==> src/rtl/rom_ctrl_pkg.sv <==
// -----------------------------------------------------------------------------
// rom_ctrl_pkg
// Shared definitions for the ROM frame reader: controller state encoding and
// the read latency of the picture ROM (data valid this many cycles after the
// read strobe).
// -----------------------------------------------------------------------------
package rom_ctrl_pkg;

  typedef enum logic [1:0] {
    ST_IDLE  = 2'd0,
    ST_FETCH = 2'd1,
    ST_DRAIN = 2'd2
  } state_t;

  localparam int ROM_LATENCY = 1;

endpackage

==> src/rtl/rom_rd_fifo.sv <==
// -----------------------------------------------------------------------------
// rom_rd_fifo
// Synchronous single-clock FIFO buffering ROM read data ahead of the pixel
// output handshake. The head entry is presented combinationally on o_rd_data.
//
// Ports:
//   clk, rst    clock, synchronous active-high reset (pointers and count)
//   i_wr_en     push i_wr_data (ignored when full)
//   i_wr_data   data to push
//   i_rd_en     pop the head entry (ignored when empty)
//   o_rd_data   current head entry
//   o_full      DEPTH entries held
//   o_empty     no entries held
//   o_count     number of entries held, 0..DEPTH
// -----------------------------------------------------------------------------
module rom_rd_fifo #(
  parameter int DATA_WIDTH = 24,
  parameter int DEPTH      = 4
) (
  input  logic                     clk,
  input  logic                     rst,
  input  logic                     i_wr_en,
  input  logic [DATA_WIDTH-1:0]    i_wr_data,
  input  logic                     i_rd_en,
  output logic [DATA_WIDTH-1:0]    o_rd_data,
  output logic                     o_full,
  output logic                     o_empty,
  output logic [$clog2(DEPTH):0]   o_count
);

  localparam int PTR_W = $clog2(DEPTH);
  localparam int CNT_W = PTR_W + 1;

  logic [DATA_WIDTH-1:0] r_mem [DEPTH];
  logic [PTR_W-1:0]      r_wr_ptr;
  logic [PTR_W-1:0]      r_rd_ptr;
  logic [CNT_W-1:0]      r_count;
  logic                  w_push;
  logic                  w_pop;

  assign o_full    = (r_count == CNT_W'(DEPTH));
  assign o_empty   = (r_count == '0);
  assign o_count   = r_count;
  assign o_rd_data = r_mem[r_rd_ptr];

  assign w_push = i_wr_en && !o_full;
  assign w_pop  = i_rd_en && !o_empty;

  // Pointer wrap relies on DEPTH being a power of two.
  always_ff @(posedge clk) begin
    if (rst) begin
      r_wr_ptr <= '0;
      r_rd_ptr <= '0;
      r_count  <= '0;
    end else begin
      if (w_push) r_wr_ptr <= r_wr_ptr + PTR_W'(1);
      if (w_pop)  r_rd_ptr <= r_rd_ptr + PTR_W'(1);
      case ({w_push, w_pop})
        2'b10:   r_count <= r_count + CNT_W'(1);
        2'b01:   r_count <= r_count - CNT_W'(1);
        default: r_count <= r_count;
      endcase
    end
  end

  always_ff @(posedge clk) begin
    if (w_push) r_mem[r_wr_ptr] <= i_wr_data;
  end

endmodule

==> src/rtl/rom_frame_reader.sv <==
// -----------------------------------------------------------------------------
// rom_frame_reader
// Fetches one IMG_W x IMG_H frame from a picture ROM in raster order on each
// accepted frame_start and streams it out over a valid/ready pixel interface
// with start-of-frame, end-of-line and end-of-frame markers.
//
// Ports:
//   clk, rst       clock, synchronous active-high reset
//   frame_start    one-cycle request for a full frame fetch
//   rom_addr       ROM read address (holds last issued address when idle)
//   rom_rd_en      ROM read strobe, one read per high cycle
//   rom_rd_data    ROM data, valid ROM_LATENCY cycles after rom_rd_en
//   m_valid/m_ready  output pixel handshake
//   m_data         output pixel
//   m_sof/m_eol/m_eof  frame/line markers, qualified by m_valid
//   busy           frame in progress
//   frame_done     one-cycle pulse after the last pixel is transferred
//   start_err      sticky: frame_start seen while busy
// -----------------------------------------------------------------------------
module rom_frame_reader
  import rom_ctrl_pkg::*;
#(
  parameter int ADDR_WIDTH = 16,
  parameter int DATA_WIDTH = 24,
  parameter int IMG_W      = 256,
  parameter int IMG_H      = 256,
  parameter int FIFO_DEPTH = 4
) (
  input  logic                  clk,
  input  logic                  rst,
  input  logic                  frame_start,
  output logic [ADDR_WIDTH-1:0] rom_addr,
  output logic                  rom_rd_en,
  input  logic [DATA_WIDTH-1:0] rom_rd_data,
  output logic                  m_valid,
  input  logic                  m_ready,
  output logic [DATA_WIDTH-1:0] m_data,
  output logic                  m_sof,
  output logic                  m_eol,
  output logic                  m_eof,
  output logic                  busy,
  output logic                  frame_done,
  output logic                  start_err
);

  localparam int NPIX = IMG_W * IMG_H;
  localparam logic [ADDR_WIDTH-1:0] LAST_ADDR = ADDR_WIDTH'(NPIX - 1);
  localparam int XW = (IMG_W > 1) ? $clog2(IMG_W) : 1;
  localparam int YW = (IMG_H > 1) ? $clog2(IMG_H) : 1;
  localparam int CW = $clog2(FIFO_DEPTH) + 1;

  state_t                  r_state;
  state_t                  w_state_nxt;
  logic [ADDR_WIDTH-1:0]   r_addr;
  logic [ADDR_WIDTH-1:0]   w_issue_addr;
  logic                    w_rd_en;
  logic [ROM_LATENCY-1:0]  r_rd_vld_p1;
  logic [CW-1:0]           w_inflight;
  logic [CW:0]             w_occ;
  logic                    w_credit;
  logic                    w_fifo_full;
  logic                    w_fifo_empty;
  logic [CW-1:0]           w_fifo_count;
  logic [DATA_WIDTH-1:0]   w_fifo_head;
  logic [XW-1:0]           r_x;
  logic [YW-1:0]           r_y;
  logic                    r_done;
  logic                    r_err;
  logic                    w_xfer;
  logic                    w_at_eol;
  logic                    w_at_eof;

  rom_rd_fifo #(
    .DATA_WIDTH (DATA_WIDTH),
    .DEPTH      (FIFO_DEPTH)
  ) u_fifo (
    .clk       (clk),
    .rst       (rst),
    .i_wr_en   (r_rd_vld_p1[ROM_LATENCY-1]),
    .i_wr_data (rom_rd_data),
    .i_rd_en   (w_xfer),
    .o_rd_data (w_fifo_head),
    .o_full    (w_fifo_full),
    .o_empty   (w_fifo_empty),
    .o_count   (w_fifo_count)
  );

  // Reads still travelling through the ROM count against FIFO space, so the
  // FIFO can never be asked to accept more than it holds.
  always_comb begin
    w_inflight = '0;
    for (int i = 0; i < ROM_LATENCY; i++) begin
      w_inflight = w_inflight + CW'(r_rd_vld_p1[i]);
    end
  end

  assign w_occ    = {1'b0, w_fifo_count} + {1'b0, w_inflight};
  assign w_credit = !w_fifo_full && (w_occ < (CW + 1)'(FIFO_DEPTH));

  assign w_xfer   = m_valid && m_ready;
  assign w_at_eol = (r_x == XW'(IMG_W - 1));
  assign w_at_eof = w_at_eol && (r_y == YW'(IMG_H - 1));

  always_ff @(posedge clk) begin
    if (rst) r_state <= ST_IDLE;
    else     r_state <= w_state_nxt;
  end

  // The first read is issued in the frame_start cycle itself so the first
  // pixel reaches the FIFO head two cycles after the request.
  always_comb begin
    w_state_nxt  = r_state;
    w_rd_en      = 1'b0;
    w_issue_addr = r_addr + ADDR_WIDTH'(1);
    case (r_state)
      ST_IDLE: begin
        if (frame_start) begin
          w_rd_en      = 1'b1;
          w_issue_addr = '0;
          w_state_nxt  = (NPIX == 1) ? ST_DRAIN : ST_FETCH;
        end
      end
      ST_FETCH: begin
        if (w_credit) begin
          w_rd_en = 1'b1;
          if (w_issue_addr == LAST_ADDR) w_state_nxt = ST_DRAIN;
        end
      end
      ST_DRAIN: begin
        if (w_xfer && w_at_eof) w_state_nxt = ST_IDLE;
      end
      default: w_state_nxt = ST_IDLE;
    endcase
    if (rst) w_rd_en = 1'b0;
  end

  // Read issue / ROM return stage
  always_ff @(posedge clk) begin
    if (rst) begin
      r_addr      <= '0;
      r_rd_vld_p1 <= '0;
    end else begin
      r_rd_vld_p1 <= (r_rd_vld_p1 << 1) | ROM_LATENCY'(w_rd_en);
      if (w_rd_en) r_addr <= w_issue_addr;
    end
  end

  // Output transfer stage: raster position, completion and error tracking
  always_ff @(posedge clk) begin
    if (rst) begin
      r_x    <= '0;
      r_y    <= '0;
      r_done <= 1'b0;
      r_err  <= 1'b0;
    end else begin
      r_done <= w_xfer && w_at_eof;
      if (frame_start && busy) r_err <= 1'b1;
      if (w_xfer) begin
        if (w_at_eol) begin
          r_x <= '0;
          r_y <= w_at_eof ? '0 : r_y + YW'(1);
        end else begin
          r_x <= r_x + XW'(1);
        end
      end
    end
  end

  assign rom_rd_en  = w_rd_en;
  assign rom_addr   = w_rd_en ? w_issue_addr : r_addr;
  assign m_valid    = !w_fifo_empty;
  assign m_data     = w_fifo_empty ? '0 : w_fifo_head;
  assign m_sof      = m_valid && (r_x == '0) && (r_y == '0);
  assign m_eol      = m_valid && w_at_eol;
  assign m_eof      = m_valid && w_at_eof;
  assign busy       = (r_state != ST_IDLE);
  assign frame_done = r_done;
  assign start_err  = r_err;

endmodule

==> config.mk <==
export PLATFORM = sky130hd
export DESIGN_NAME = rom_frame_reader
export DESIGN_NICKNAME = d
export VERILOG_FILES = /design/src/rtl/rom_ctrl_pkg.sv /design/src/rtl/rom_rd_fifo.sv /design/src/rtl/rom_frame_reader.sv
export SDC_FILE = /design/constraint.sdc
export NUM_CORES = 1
export LEC_CHECK = 0
export CORE_MARGIN = 2
export CORE_UTILIZATION = 56
export CTS_CLUSTER_SIZE = 30
export DETAILED_ROUTE_END_ITERATION = 16
export GPL_TIMING_DRIVEN = 0
export HOLD_SLACK_MARGIN = 0.1
export PLACE_DENSITY = 0.85
export SLEW_MARGIN = 20
export SYNTH_ARGS = -nofsm -noshare
export SYNTH_HDL_FRONTEND = slang
export SYNTH_SLANG_ARGS = --single-unit
==> constraint.sdc <==
create_clock -name clk -period 2.45 [get_ports clk]
set_input_delay 0.49 -clock clk [delete_from_list [all_inputs] [get_ports clk]]
set_output_delay 0.49 -clock clk [all_outputs]
set_load 0.01 [all_outputs]
==> results_dict.tcl <==
set metrics [dict create \
    fin_cells 791 \
    via_per_inst 6.641 \
    grt_overflow 0 \
    path_class "reg -> out" \
    power_density_mw_per_mm2 986.2 \
    num_vias 5253 \
    holdBufCountCts 0 \
    timing.final.ws_setup_ns -0.3984 \
    synth_cell_types 59 \
    critPathMaxFanout 3 \
    relSlewSlack_pct 49.82 \
    yosysMostFrequentCell "edfxtp_1" \
    cts_buffers 17 \
    h-tree-depth 4 \
    grt_pass1_vias 4793 \
    fill_cells 460 \
    grt_max_degree 25 \
    initial_core_util_pct 57.57 \
    synth.avg_cell_area_um2 13.36 \
    die_w_um 109.6 \
    worstSetupEndpointType "output port" \
    hpwl_um 8784 \
    place_inst 681 \
    area_delta_synth_final_pct 46.39 \
    timing.final.crit_share_pct 116.3 \
    synth.top_cell.area_share_pct 46.19 \
    rrSetupSlack_ns 0.01 \
    gp_congestion 0.9044 \
    cp.required_ns 1.96 \
    yosysTopAreaCell "edfxtp_1" \
    drive_gt1_share_pct 48.54 \
    synth_edf_count 96 \
    finalNetCount 678 \
    io_buffer_count 74 \
    dr.pass1.iters 5 \
    maxCapViolCount 0 \
    syn_area_mm2 0.006241 \
    cts_root_buf "clkbuf_8" \
    setup_violations 41 \
    ys_seq_area_share_pct 60.95 \
    placementRows 38 \
    die_h_um 109.6 \
    synth_ff_type "edfxtp_1" \
    drcViolationCount 0 \
    multi_input_area_mm2 0.002743 \
    start_kind "flop" \
    outcome "finished with violations" \
    ant_nets 0 \
    first_iter_violations 486 \
    synthTopCellsByArea "edfxtp_1 (46%), dfxtp_1 (15%), mux4_2 (8.7%), and2_1 (3.2%), ha_1 (2.2%)" \
    tightest_slew_ns 0.7527 \
    grt.total_usage_pct 30.22 \
    max_freq_ghz 0.3511 \
    die_area_mm2 0.01201 \
    synthArstFlopShare_pct 0 \
    antenna_cells 0 \
    cts.clk_slew.worst_paths_ns 0.07 \
    synth_commonest_cells "edfxtp_1 (96), dfxtp_1 (46), and2_1 (32)" \
    crit_arrival_ns 2.36 \
    syn_inst 467 \
    grt_pass1_wl_um 26210 \
    wl_per_cell_um 26.52 \
    antenna_found_initial 0 \
    yosys_warnings 0 \
    finalHoldViolations 0 \
    rsz0062_at_grt "yes" \
    numClockSinks 142 \
    setup_tns_ns -5.600 \
    dp_slack_ns -0.7291 \
    vdd_drop_max_mv 0.8427 \
    cts_tree "built" \
    drt-total-wl_um 20980 \
    fin_total_pwr_w 0.009011 \
    synth.net_count 507 \
    violations "setup timing" \
    final-seq-area_mm2 0.003875 \
    drv_slew 0 \
    skew_ns 0.01648 \
    holdWs_ns 0.4244 \
    p_leak_nw 3.451 \
    worstSkewPairLatency_ns 0.54 \
    hp-class "in -> reg" \
    io_pins 76 \
    period_minus_slack_ns 2.848 \
    core_mm2 0.01084 \
    cts.path.max_buffers 2 \
    ys_ff_latch 142 \
]
## cell type report
| cell class | instances | area share (%) |
|---|---|---|
| Tap cell | 140 | 1.917 |
| Timing Repair Buffer | 159 | 16.83 |
| Buffer | 15 | 1.931 |
| Clock inverter | 15 | 1.657 |
| Sequential cell | 142 | 42.41 |
| Clock buffer | 17 | 4.533 |
| Inverter | 16 | 0.6984 |
| Multi-Input combinational cell | 287 | 30.02 |
## power by group
group	switching (W)	internal (W)	total, W
clock	0.00116	0.00138	0.00254
sequential	0.000164	0.00278	0.00294
combinational	0.00151	0.00201	0.00353
total	0.00284	0.00617	0.00901
## per-stage QoR
step | instance area [um^2] | util [%]
floorplan | 6241 | -
global placement | 7157 | 66.02
detailed placement | 7162 | 66.07
CTS | 8513 | 78.53
global route | 9136 | 84.28
finish | 9136 | 84.28
## worst max-delay path, stage by stage (launching register included)
cell and delay (ns):
dfxtp_4 0.37, ha_4 0.14, and4_4 0.22, or4b_4 0.50, or3_4 0.41, nand2_4 0.09, buf_6 0.10
## cells in the final DEF, fill, tap and decap left out, types with 9 or more instances in the layout
cell / synthesis / layout
edfxtp_1: 96 / 96
buf_6: 3 / 55
buf_4: 2 / 46
clkdlybuf4s50_1: 0 / 29
dfxtp_1: 46 / 25
mux4_2: 24 / 24
nor2_1: 24 / 22
and2_4: 0 / 20
clkbuf_16: 0 / 19
buf_2: 4 / 19
dfxtp_4: 0 / 18
a21oi_1: 17 / 16
inv_1: 15 / 14
nand2_1: 25 / 14
xor2_1: 12 / 12
nor3_1: 14 / 10
nand4_1: 9 / 9
o21ai_2: 0 / 9
## state kept, by name, summed over array words and instances (netlist names), named ones only
register / cells
frame_done: 1
u_fifo.r_wr_ptr: 2
u_fifo.r_rd_ptr: 2
r_state: 2
r_y: 8
u_fifo.r_mem: 96
r_rd_vld_p1: 1
r_x: 8
start_err: 1
u_fifo.o_count: 3
r_addr: 16
## layer usage
layer	part of all wire, %	routed length (um)	global-route usage [%]
met1	34	7218	34.94
met2	51	10610	52.65
met3	9.1	1915	7.647
met4	5.9	1235	14.10
met5	0	0	0
## path summary, 6_finish.rpt
| kind | start | end | cells after the start |
|---|---|---|---|
| worst min register to register | r_addr[7]$_SDFF_PP0_ | r_addr[7]$_SDFF_PP0_ | 1 |
| worst min-delay path | rst | r_state[0]$_SDFFE_PP0P_ | 4 |
| worst max register to register | u_fifo.o_count[0]$_SDFFE_PP0P_ | u_fifo.o_count[2]$_SDFFE_PP0P_ | 10 |
| worst max-delay path | r_addr[1]$_SDFF_PP0_ | rom_addr[12] | 6 |
## cell families after synthesis
family | share of synthesized area, %
xor gates and xnor gates | 2.947
adders and majority gates | 2.526
buffers and inverters | 2.847
muxes | 8.982
and+or+nand+nor | 15.72
AOI/OAI and AO/OA | 6.034
DFF | 60.95
## timing repair
| action | 4_1_cts | 5_1_grt |
|---|---|---|
| buffers inserted | 50 | 33 |
| cloned | 1 | 3 |
| pin swaps | 48 | 29 |
| gates resized for setup | 329 | 89 |
| setup endpoints to repair | 45 | 46 |
| hold endpoints to repair | 0 | 0 |
(Power assumes the default switching activity.)
